===== src/rtl/sample_sched_pkg.sv =====
// rtl/sample_sched_pkg.sv - state encoding and round-robin pointer helper for sample_fifo_sched
package sample_sched_pkg;

  typedef enum logic [2:0] {
    IDLE      = 3'd0,
    CLR       = 3'd1,
    WAIT_THSH = 3'd2,
    RUN       = 3'd3,
    DRAIN     = 3'd4,
    DONE      = 3'd5
  } sched_state_t;

  // Pointer moves one past the winner so the winner drops to lowest priority.
  function automatic int rr_next(input int idx, input int n);
    return (idx >= n - 1) ? 0 : idx + 1;
  endfunction

endpackage


===== src/rtl/pipeline.sv =====
// rtl/pipeline.sv - generic cleared shift pipeline with an any-stage-nonzero flag
module pipeline #(
  parameter int WIDTH  = 8,
  parameter int STAGES = 1
) (
  input  logic             clk,
  input  logic             rst_n,
  input  logic [WIDTH-1:0] din,
  output logic [WIDTH-1:0] dout,
  output logic             occupied
);

  logic [WIDTH-1:0] stage [STAGES];

  always_ff @(posedge clk) begin
    if (!rst_n) begin
      for (int i = 0; i < STAGES; i++) stage[i] <= '0;
    end else begin
      stage[0] <= din;
      for (int i = 1; i < STAGES; i++) stage[i] <= stage[i-1];
    end
  end

  assign dout = stage[STAGES-1];

  always_comb begin
    occupied = 1'b0;
    for (int i = 0; i < STAGES; i++) occupied = occupied | (|stage[i]);
  end

endmodule


===== src/rtl/rr_arbiter.sv =====
// rtl/rr_arbiter.sv - combinational round-robin arbiter, first requester at or after ptr wins
module rr_arbiter #(
  parameter int N_REQ = 4,
  parameter int PW    = 2
) (
  input  logic [N_REQ-1:0] req,
  input  logic [PW-1:0]    ptr,
  input  logic             en,
  output logic [N_REQ-1:0] gnt,
  output logic [PW-1:0]    idx
);

  localparam logic [PW:0] N_W = (PW+1)'(N_REQ);

  logic [PW:0] cand;
  logic        found;

  always_comb begin
    gnt   = '0;
    idx   = '0;
    found = 1'b0;
    cand  = '0;
    for (int i = 0; i < N_REQ; i++) begin
      cand = {1'b0, ptr} + (PW+1)'(i);
      if (cand >= N_W) cand = cand - N_W;
      if (en && !found && req[cand[PW-1:0]]) begin
        found                = 1'b1;
        gnt[cand[PW-1:0]]    = 1'b1;
        idx                  = cand[PW-1:0];
      end
    end
  end

endmodule


===== src/rtl/sample_fifo_sched.sv =====
// rtl/sample_fifo_sched.sv - batch sample-FIFO read sequencer and pop arbiter; abort option via SAMPLE_FIFO_SCHED_ABORT_EN
module sample_fifo_sched
  import sample_sched_pkg::*;
#(
  parameter int N_REQ     = 4,
  parameter int WIDTH     = 16,
  parameter int DEPTH_BIT = 13,
  parameter int RD_LAT    = 4
) (
  input  logic                 clk,
  input  logic                 rst_n,
`ifdef SAMPLE_FIFO_SCHED_ABORT_EN
  input  logic                 i_abort,
  output logic                 o_aborted,
`endif
  input  logic                 i_start,
  input  logic [DEPTH_BIT-1:0] i_num_samples,
  output logic                 o_busy,
  output logic                 o_done,
  input  logic [N_REQ-1:0]     i_req,
  output logic [N_REQ-1:0]     o_gnt,
  output logic [WIDTH-1:0]     o_data,
  output logic [N_REQ-1:0]     o_data_vld,
  output logic                 o_err,
  output logic                 o_fifo_pop,
  input  logic [WIDTH-1:0]     i_fifo_front,
  input  logic                 i_fifo_vld,
  input  logic                 i_fifo_empty,
  output logic                 o_fifo_ptr_rst,
  output logic [DEPTH_BIT-1:0] o_fifo_thsh_val,
  output logic                 o_fifo_thsh_vld,
  input  logic                 i_fifo_thsh_done
);

  localparam int PW = (N_REQ > 1) ? $clog2(N_REQ) : 1;
  localparam int CW = $clog2(RD_LAT + 1);

  sched_state_t     state, state_next;
  logic             abort_req;
  logic             arb_en;
  logic [N_REQ-1:0] gnt;
  logic [PW-1:0]    win_idx;
  logic [PW-1:0]    rr_ptr;
  logic             pop;
  logic [N_REQ-1:0] tag_last;
  logic             tag_busy;
  logic             tag_err;
  logic [CW-1:0]    outstanding;

`ifdef SAMPLE_FIFO_SCHED_ABORT_EN
  assign abort_req = i_abort && (state == WAIT_THSH || state == RUN);
`else
  assign abort_req = 1'b0;
`endif

  always_ff @(posedge clk) begin
    if (!rst_n) state <= IDLE;
    else        state <= state_next;
  end

  always_comb begin
    state_next = state;
    arb_en     = 1'b0;
    case (state)
      IDLE:      if (i_start) state_next = CLR;
      CLR:       state_next = WAIT_THSH;
      WAIT_THSH: begin
        if (abort_req)             state_next = DRAIN;
        else if (i_fifo_thsh_done) state_next = RUN;
      end
      RUN: begin
        if (abort_req || i_fifo_empty) state_next = DRAIN;
        else                           arb_en     = 1'b1;
      end
      DRAIN:     if (outstanding == '0 && !tag_busy) state_next = DONE;
      DONE:      state_next = IDLE;
      default:   state_next = IDLE;
    endcase
  end

  rr_arbiter #(.N_REQ(N_REQ), .PW(PW)) u_arb (
    .req (i_req),
    .ptr (rr_ptr),
    .en  (arb_en),
    .gnt (gnt),
    .idx (win_idx)
  );

  assign pop        = |gnt;
  assign o_gnt      = gnt;
  assign o_fifo_pop = pop;

  // Grant tags travel alongside the FIFO read latency so each returned word knows its owner.
  pipeline #(.WIDTH(N_REQ), .STAGES(RD_LAT)) u_tag (
    .clk      (clk),
    .rst_n    (rst_n),
    .din      (gnt),
    .dout     (tag_last),
    .occupied (tag_busy)
  );

  assign tag_err = (i_fifo_vld && tag_last == '0) || (!i_fifo_vld && tag_last != '0);

  assign o_busy          = (state != IDLE);
  assign o_done          = (state == DONE);
  assign o_fifo_ptr_rst  = (state == CLR);
  assign o_fifo_thsh_vld = (state == CLR);

  always_ff @(posedge clk) begin
    if (!rst_n) begin
      rr_ptr          <= '0;
      o_fifo_thsh_val <= '0;
      o_data          <= '0;
      o_data_vld      <= '0;
      o_err           <= 1'b0;
      outstanding     <= '0;
    end else begin
      if (state == IDLE && i_start) o_fifo_thsh_val <= i_num_samples;
      if (pop) rr_ptr <= PW'(rr_next(int'(win_idx), N_REQ));
      if (i_fifo_vld) o_data <= i_fifo_front;
      o_data_vld <= i_fifo_vld ? tag_last : '0;
      if (tag_err) o_err <= 1'b1;
      // A stray valid with nothing outstanding is already flagged; keep the count from wrapping.
      if (pop && !i_fifo_vld)
        outstanding <= outstanding + CW'(1);
      else if (!pop && i_fifo_vld && outstanding != '0)
        outstanding <= outstanding - CW'(1);
    end
  end

`ifdef SAMPLE_FIFO_SCHED_ABORT_EN
  always_ff @(posedge clk) begin
    if (!rst_n)                        o_aborted <= 1'b0;
    else if (state == IDLE && i_start) o_aborted <= 1'b0;
    else if (abort_req)                o_aborted <= 1'b1;
  end
`endif

endmodule

===== config.mk =====
export PLATFORM = sky130hd
export DESIGN_NAME = sample_fifo_sched
export DESIGN_NICKNAME = d
export VERILOG_FILES = /design/src/rtl/sample_sched_pkg.sv /design/src/rtl/pipeline.sv /design/src/rtl/rr_arbiter.sv /design/src/rtl/sample_fifo_sched.sv
export SDC_FILE = /design/constraint.sdc
export NUM_CORES = 1
export LEC_CHECK = 0
export CORE_UTILIZATION = 42
export CTS_BUF_LIST = sky130_fd_sc_hd__clkbuf_8 sky130_fd_sc_hd__clkbuf_16
export DETAILED_ROUTE_END_ITERATION = 10
export GPL_TIMING_DRIVEN = 0
export PLACE_DENSITY_LB_ADDON = 0.3
export SLEW_MARGIN = 15
export SYNTH_ARGS = -nofsm -noshare
export SYNTH_HDL_FRONTEND = slang
export SYNTH_SLANG_ARGS = --single-unit
export TNS_END_PERCENT = 30

===== constraint.sdc =====
create_clock -name clk -period 3.5 [get_ports clk]
set_input_delay 0.525 -clock clk [delete_from_list [all_inputs] [get_ports clk]]
set_output_delay 0.525 -clock clk [all_outputs]
set_load 0.005 [all_outputs]

==> flow_summary.yaml, run 1 <==
run_status:
  status: "complete, but fails checks"
  violations: "negative setup slack"
clock_tree:
  clk_pin_slew_worst_paths_ns: 0.07
  cts-root-to-sink-buffers: 2
  clock_tree.root_cell: "sky130_fd_sc_hd__clkbuf_8"
  clock-sinks: 58
  cts_h_tree_depth: 3
  number_of_buffers_created_by_cts: 9
  clk_latency_worst_skew_pair_ns: 0.34
  clock_tree_from_tritoncts: "yes"
drt:
  wl_per_cell_um: 13.2
  drt_drc_violations_left: 0
  detail_route.vias_per_cell: 5.03
  postRouteWirelength_mm: 6.04
  detailedRoute.firstPassIterationCount: 5
  drt_first_iter_violations: 74
  detailroute.via_count: 2311
  detail-route-antenna-nets: 0
synthesis:
  ys_warn_count: 0
  avgSynthCellArea_um2: 9.75
  postSynth.topFlopCell: "sky130_fd_sc_hd__dfxtp_1"
  synth_edf_count: 0
  ys_seq_elements: 58
  synthesis.instances: 274
  ys_top_cells_by_area: "sky130_fd_sc_hd__dfxtp_1 (43%), sky130_fd_sc_hd__mux2i_1 (10%), sky130_fd_sc_hd__nand2_1 (6.3%)"
  synth.most_common_cell: "sky130_fd_sc_hd__dfxtp_1"
  syn_nets: 322
  synth.cells.most_frequent: "sky130_fd_sc_hd__dfxtp_1 (58), sky130_fd_sc_hd__nand2_1 (45), sky130_fd_sc_hd__mux2i_1 (27)"
  yosys.cell_types.count: 50
  mappedNetlistArea_um2: 2670
  synthArstFlopShare_pct: 0
  sequential_to_total_area_share_from_yosys_stat_pct: 43.5
  synthDominantCellAreaShare_pct: 43.5
  synth.largest_area_cell: "sky130_fd_sc_hd__dfxtp_1"
placed_design:
  pre_cts_slack_ns: -0.460
  dpl_cell_area_um2: 3620
  gp_congestion: 0.876
  dp_hpwl_mm: 4.07
  io_buffers: 80
critical_path:
  cp_top_family: "adder cells"
  setup_crit_path_kind: "register to register"
  setup.worst_path.start_class: "register"
  cell_with_the_biggest_individual_delay_on_the_critical_path: "sky130_fd_sc_hd__fa_2"
  critical-path-max-stage-delay_ns: 0.44
  worstPathCellList: "clkinvlp_4 -> ha_4 -> mux2i_2 -> buf_4 -> nand3_4 -> a2111oi_4 -> buf_6 -> nand2_1 -> nand2_2 -> nor4_4 -> buf_6 -> buf_4 -> or2_4 -> fa_2 -> nor3b_1 -> o31a_1"
  crit_required_ns: 3.73
  cp-end-kind: "register"
  worst_ep_arrival_time_ns: 3.73
  cp.buffers_inverters: 5
  worstPathMaxFanout: 8
sta:
  timing.final.crit_period_ns: 3.50
  max-slew-margin-rel_pct: 51.9
  timing.clock.skew_ns: 0.00855
  final_hold_violation_count: 0
  setup_violations: 1
  timing.fmax_mhz: 286
  rsz0062_at_grt: "true"
  final_critical_path_setup_slack_ns: -0.000561
  final_min_period_over_clock_period_pct: 100
  hold-worst-slack_ns: 0.450
  finalMaxSlewViolations: 0
  worst_pin_slew_ns: 0.721
flow_run:
  max_cap_violations: 0
floorplanning:
  floorplan.initialDensity_pct: 44.3
  chipWidth_um: 81.8
  dieArea_um2: 6680
  dieHeight_um: 81.8
  ioPinCount: 82
  core_area_um2: 6030
  row_count: 28
worst_hold_path:
  hold_path.class: "register to register"
global_routing:
  grt_pass1_wl_mm: 9.66
  grt_pass1_vias: 2123
  grtUsageTotal_pct: 19.2
  grt_max_degree: 12
  antenna_violations_before_repair: 0
  grt-ovfl-total: 0
cells_and_area:
  num_antenna_cells: 0
  num-nets-final: 428
  final_layout_size_suffix_gt1_share_pct: 17.4
  area_growth_syn_to_layout_pct: 50.4
  final_area_um2: 4020
  n_fill_cell: 488
power:
  power.leakage_uw: 0.00171
  vdd.ir_drop.worst_uv: 258
  powerDensity_nw_per_um2: 421
==> registers in the layout, summed over array words and instances (netlist names), named ones only <==
register	cells
o_data	16
o_data_vld	4
o_err	1
o_fifo_thsh_val	13
outstanding	3
rr_ptr	1
state	3
u_tag.stage	16
==> stage by stage <==
step | power (uW) | util [%] | instances | setup TNS (ns)
2_1_floorplan | 921 | - | 274 | -0.151
3_3_place_gp | 1050 | 60.1 | 429 | -1.10
3_5_place_dp | 1060 | 60.1 | 429 | -1.21
4_1_cts | 1700 | 65.9 | 457 | 0
5_1_grt | 1770 | 66.7 | 459 | -0.245
6_report | 1690 | 66.7 | 459 | -0.000561
==> final timing paths <==
| check | startpoint | end | slack (ns) | cells past startpoint |
|---|---|---|---|---|
| worst max-delay path | rr_ptr[1]$_SDFFE_PN0P_ | outstanding[1]$_SDFFE_PN0P_ | -0.0006 | 16 |
| worst min register to register | u_tag.stage[0][7]$_SDFF_PN0_ | u_tag.stage[0][11]$_SDFF_PN0_ | 0.45 | 1 |
| worst max register to register | rr_ptr[1]$_SDFFE_PN0P_ | outstanding[1]$_SDFFE_PN0P_ | -0.0006 | 16 |
| worst min-delay path | u_tag.stage[0][7]$_SDFF_PN0_ | u_tag.stage[0][11]$_SDFF_PN0_ | 0.45 | 1 |
==> power by group <==
group	total [uW]	switching [uW]	internal, uW
Sequential	728	28.5	700
Combinational	332	139	193
Clock	630	250	379
==> worst register-to-register path: cells and delay by family (launching register included) <==
kind            cells  cell delay [ns]
compound gates      2             0.65
buf+inv             5             0.69
mux                 1             0.23
simple gates        6             0.70
flops               1             0.37
fa+ha+maj           2             0.75
==> routing by layer <==
| metal | global-route usage (%) | routed length, um |
|---|---|---|
| met1 | 24.2 | 2740 |
| met2 | 29.5 | 2840 |
| met3 | 5.67 | 349 |
| met4 | 10.0 | 114 |
| met5 | 0 | 0 |
==> placed cells by master (no fill, tap or decap), drive strengths merged, types with 3 or more instances in the layout <==
master         netlist  routed
nand2b               3       3
nand2               46      46
dlymetal6s2s         0       3
mux2i               27      27
a222oi               4       4
o21ai                3       3
and3                 6       6
nand3                3       3
or4                  3       3
clkbuf               9      21
clkdlybuf4s50        0      72
ha                   8       8
nor3                 5       5
nor2b               16      16
a21boi              14      14
dfxtp               58      58
buf                  9      24
dlygate4sd2          0       4
nor3b                4       4
nor2                 6       6
and2                18      18
inv                  5       4
==> final cells by class <==
cell class,instances,area (um2),area share (%)
buffer,16,80.1,1.99
clock buffer,12,165,4.11
clock inverter,3,38.8,0.965
inverter,5,26.3,0.654
multi-input combinational,193,1500,37.4
sequential,58,1170,29.1
tap,75,93.8,2.34
timing repair buffer,97,942,23.5
==> what timing repair did <==
| action | in CTS | in global routing |
|---|---|---|
| hold endpoints to repair | 0 | 0 |
| pin swaps | 6 | 8 |
| cloned | 0 | 0 |
| resized for setup | 16 | 12 |
| hold buffers | 0 | 0 |
| buffers inserted | 15 | 2 |
| setup endpoints to repair | 7 | 6 |
==> kinds of logic after synthesis <==
kind of cell	after synthesis	share of synthesized area (%)
xor+xnor	1	0.328
flops	58	43.5
fa+ha+maj	9	4.50
buf+inv	23	4.31
mux	30	12.4
simple gates	120	24.7
compound gates	33	10.4
Power figures use the tool's default switching activity.
==> run 2, diff against run 1 <==
- PLACE_DENSITY: unset -> 0.76
- PLACE_DENSITY_LB_ADDON: 0.3 -> unset
==> run 2 against run 1 <==
  * The flow now finishes without violations
  * Total power down 1.2%
  * Clock-buffer cell count fell by 1
  * Cell count up 0.87%
  * Largest power group unchanged
==> flow_summary.yaml, run 2 (synthesis results as in run 1) <==
drt:
  drt_drc_violations_left: 0
  wl_per_cell_um: 13.5
  drt_first_iter_violations: 96
  detail_route.vias_per_cell: 5.04
  detailedRoute.firstPassIterationCount: 4
  detail-route-antenna-nets: 0
  postRouteWirelength_mm: 6.25
  detailroute.via_count: 2332
global_routing:
  antenna_violations_before_repair: 0
  grt-ovfl-total: 0
  grtUsageTotal_pct: 19.6
  grt_pass1_wl_mm: 9.82
  grt_pass1_vias: 2181
  grt_max_degree: 11
critical_path:
  worstPathCellList: "clkinvlp_4 -> ha_4 -> mux2i_2 -> buf_4 -> nand3_4 -> a2111oi_4 -> nand2_1 -> nand2_2 -> nor4_4 -> buf_6 -> or2_4 -> fa_2 -> and4_4 -> o31a_1"
  cp-end-kind: "register"
  cp_top_family: "simple AND/OR/NAND/NOR gates"
  setup.worst_path.start_class: "register"
  cell_with_the_biggest_individual_delay_on_the_critical_path: "sky130_fd_sc_hd__a2111oi_4"
  crit_required_ns: 3.72
  setup_crit_path_kind: "register to register"
  worst_ep_arrival_time_ns: 3.70
  critical-path-max-stage-delay_ns: 0.50
  worstPathMaxFanout: 5
  cp.buffers_inverters: 3
cells_and_area:
  num_antenna_cells: 0
  biggestRegsByFlops: "o_data x16, u_tag.stage x16, o_fifo_thsh_val x13"
  instances_no_fill: 463
  num-nets-final: 433
  layout.cells.most_common: "sky130_fd_sc_hd__clkdlybuf4s50_1"
  final_core_utilization_pct: 66.9
  final_cell_mix: "sky130_fd_sc_hd__clkdlybuf4s50_1 (73), sky130_fd_sc_hd__dfxtp_1 (56), sky130_fd_sc_hd__nand2_1 (41)"
  area_growth_syn_to_layout_pct: 50.9
  final_layout_size_suffix_gt1_share_pct: 18.0
sta:
  worst_pin_slew_ns: 0.692
  max-slew-margin-rel_pct: 53.8
  timing.final.crit_period_ns: 3.48
  rsz0062_at_grt: "true"
  setup_violations: 0
  final_hold_violation_count: 0
  final_min_period_over_clock_period_pct: 99.5
  timing.clock.skew_ns: 0.00653
  finalMaxSlewViolations: 0
  hold-worst-slack_ns: 0.446
  timing.fmax_mhz: 287
  final_critical_path_setup_slack_ns: 0.0187
floorplanning:
  chipWidth_um: 81.8
  ioPinCount: 82
  dieArea_um2: 6680
  dieHeight_um: 81.8
  core_area_um2: 6030
  row_count: 28
  floorplan.initialDensity_pct: 44.3
placed_design:
  dp_hpwl_mm: 4.30
  gp_congestion: 0.815
  pre_cts_slack_ns: -0.472
  placedCellCount: 429
  io_buffers: 80
clock_tree:
  clock-sinks: 58
  clock_tree_from_tritoncts: "yes"
  cts-root-to-sink-buffers: 2
  clk_latency_worst_skew_pair_ns: 0.33
  clk_pin_slew_worst_paths_ns: 0.06
  number_of_buffers_created_by_cts: 9
  clock_tree.root_cell: "sky130_fd_sc_hd__clkbuf_8"
  cts_h_tree_depth: 3
  cts.hold.buffers_added: 0
power:
  powerDensity_nw_per_um2: 415
  p_total_uw: 1670
  vdd.ir_drop.worst_uv: 288
  power.leakage_uw: 0.00170
worst_hold_path:
  hold_path.class: "register to register"
flow_run:
  max_cap_violations: 0
run_status:
  status: "completed"
-- run 2: cell types whose count changed in the layout (fill, tap and decap cells not counted), sizes merged --
cell	delta
clkinv	+1
clkinvlp	-1
buf	+5
dlymetal6s2s	-1
clkdlybuf4s15	-1
clkdlybuf4s50	+1
-- run 2: area by class of cell --
cell class | instances | area [um2]
Clock buffer | 11 | 151
Sequential cell | 58 | 1170
Tap cell | 75 | 93.8
Fill cell | 483 | 2000
Clock inverter | 3 | 40.0
Multi-Input combinational cell | 193 | 1510
Timing Repair Buffer | 103 | 980
Buffer | 15 | 68.8
Inverter | 5 | 22.5
-- run 2: timing repair --
| action | in CTS | in global routing |
|---|---|---|
| endpoints found under the setup margin | 7 | 7 |
| gates resized for setup | 22 | 4 |
| pin swaps | 12 | 9 |
| setup buffers | 18 | 5 |
-- run 2: worst register-to-register path, cell delays in order (launching register included) --
cell	delay [ns]
sky130_fd_sc_hd__dfxtp_4	0.37
sky130_fd_sc_hd__clkinvlp_4	0.10
sky130_fd_sc_hd__ha_4	0.32
sky130_fd_sc_hd__mux2i_2	0.23
sky130_fd_sc_hd__buf_4	0.15
sky130_fd_sc_hd__nand3_4	0.09
sky130_fd_sc_hd__a2111oi_4	0.50
sky130_fd_sc_hd__nand2_1	0.16
sky130_fd_sc_hd__nand2_2	0.14
sky130_fd_sc_hd__nor4_4	0.06
sky130_fd_sc_hd__buf_6	0.12
sky130_fd_sc_hd__or2_4	0.24
sky130_fd_sc_hd__fa_2	0.47
sky130_fd_sc_hd__and4_4	0.16
sky130_fd_sc_hd__o31a_1	0.26
-- run 2: final timing paths --
path	startpoint	to	slack, ns	cells past startpoint
worst min register to register	u_tag.stage[0][0]$_SDFF_PN0_	u_tag.stage[0][4]$_SDFF_PN0_	0.45	1
worst max register to register	register	outstanding[1]$_SDFFE_PN0P_	0.02	14
worst min-delay path	u_tag.stage[0][0]$_SDFF_PN0_	u_tag.stage[0][4]$_SDFF_PN0_	0.45	1
worst max-delay path	register	outstanding[1]$_SDFFE_PN0P_	0.02	14
-- run 2: layer usage --
metal  vias up  part of all wire [%]  wire (um)  GRT usage, %
li1       1166                     -          -             -
met1      1084                    41       2580          22.2
met2        71                    51       3170          33.9
met3        11                   6.4        401          6.33
met4         0                   1.6         98          7.72
met5         -                     0          0             0
-- run 2: report_power, final --
part           leakage (uW)  switching [uW]  internal [uW]  total, uW
combinational       0.00113             149            203        352
clock              0.000101             235            357        591
sequential         0.000475            27.2            700        727
-- run 2: stage by stage --
stage / setup TNS (ns) / area, um2
4_1_cts: -0.00562 / 4010
5_1_grt: -0.334 / 4030
2_1_floorplan: -0.151 / 2730
6_report: 0 / 4030
3_5_place_dp: -1.30 / 3620
3_3_place_gp: -1.21 / 3620
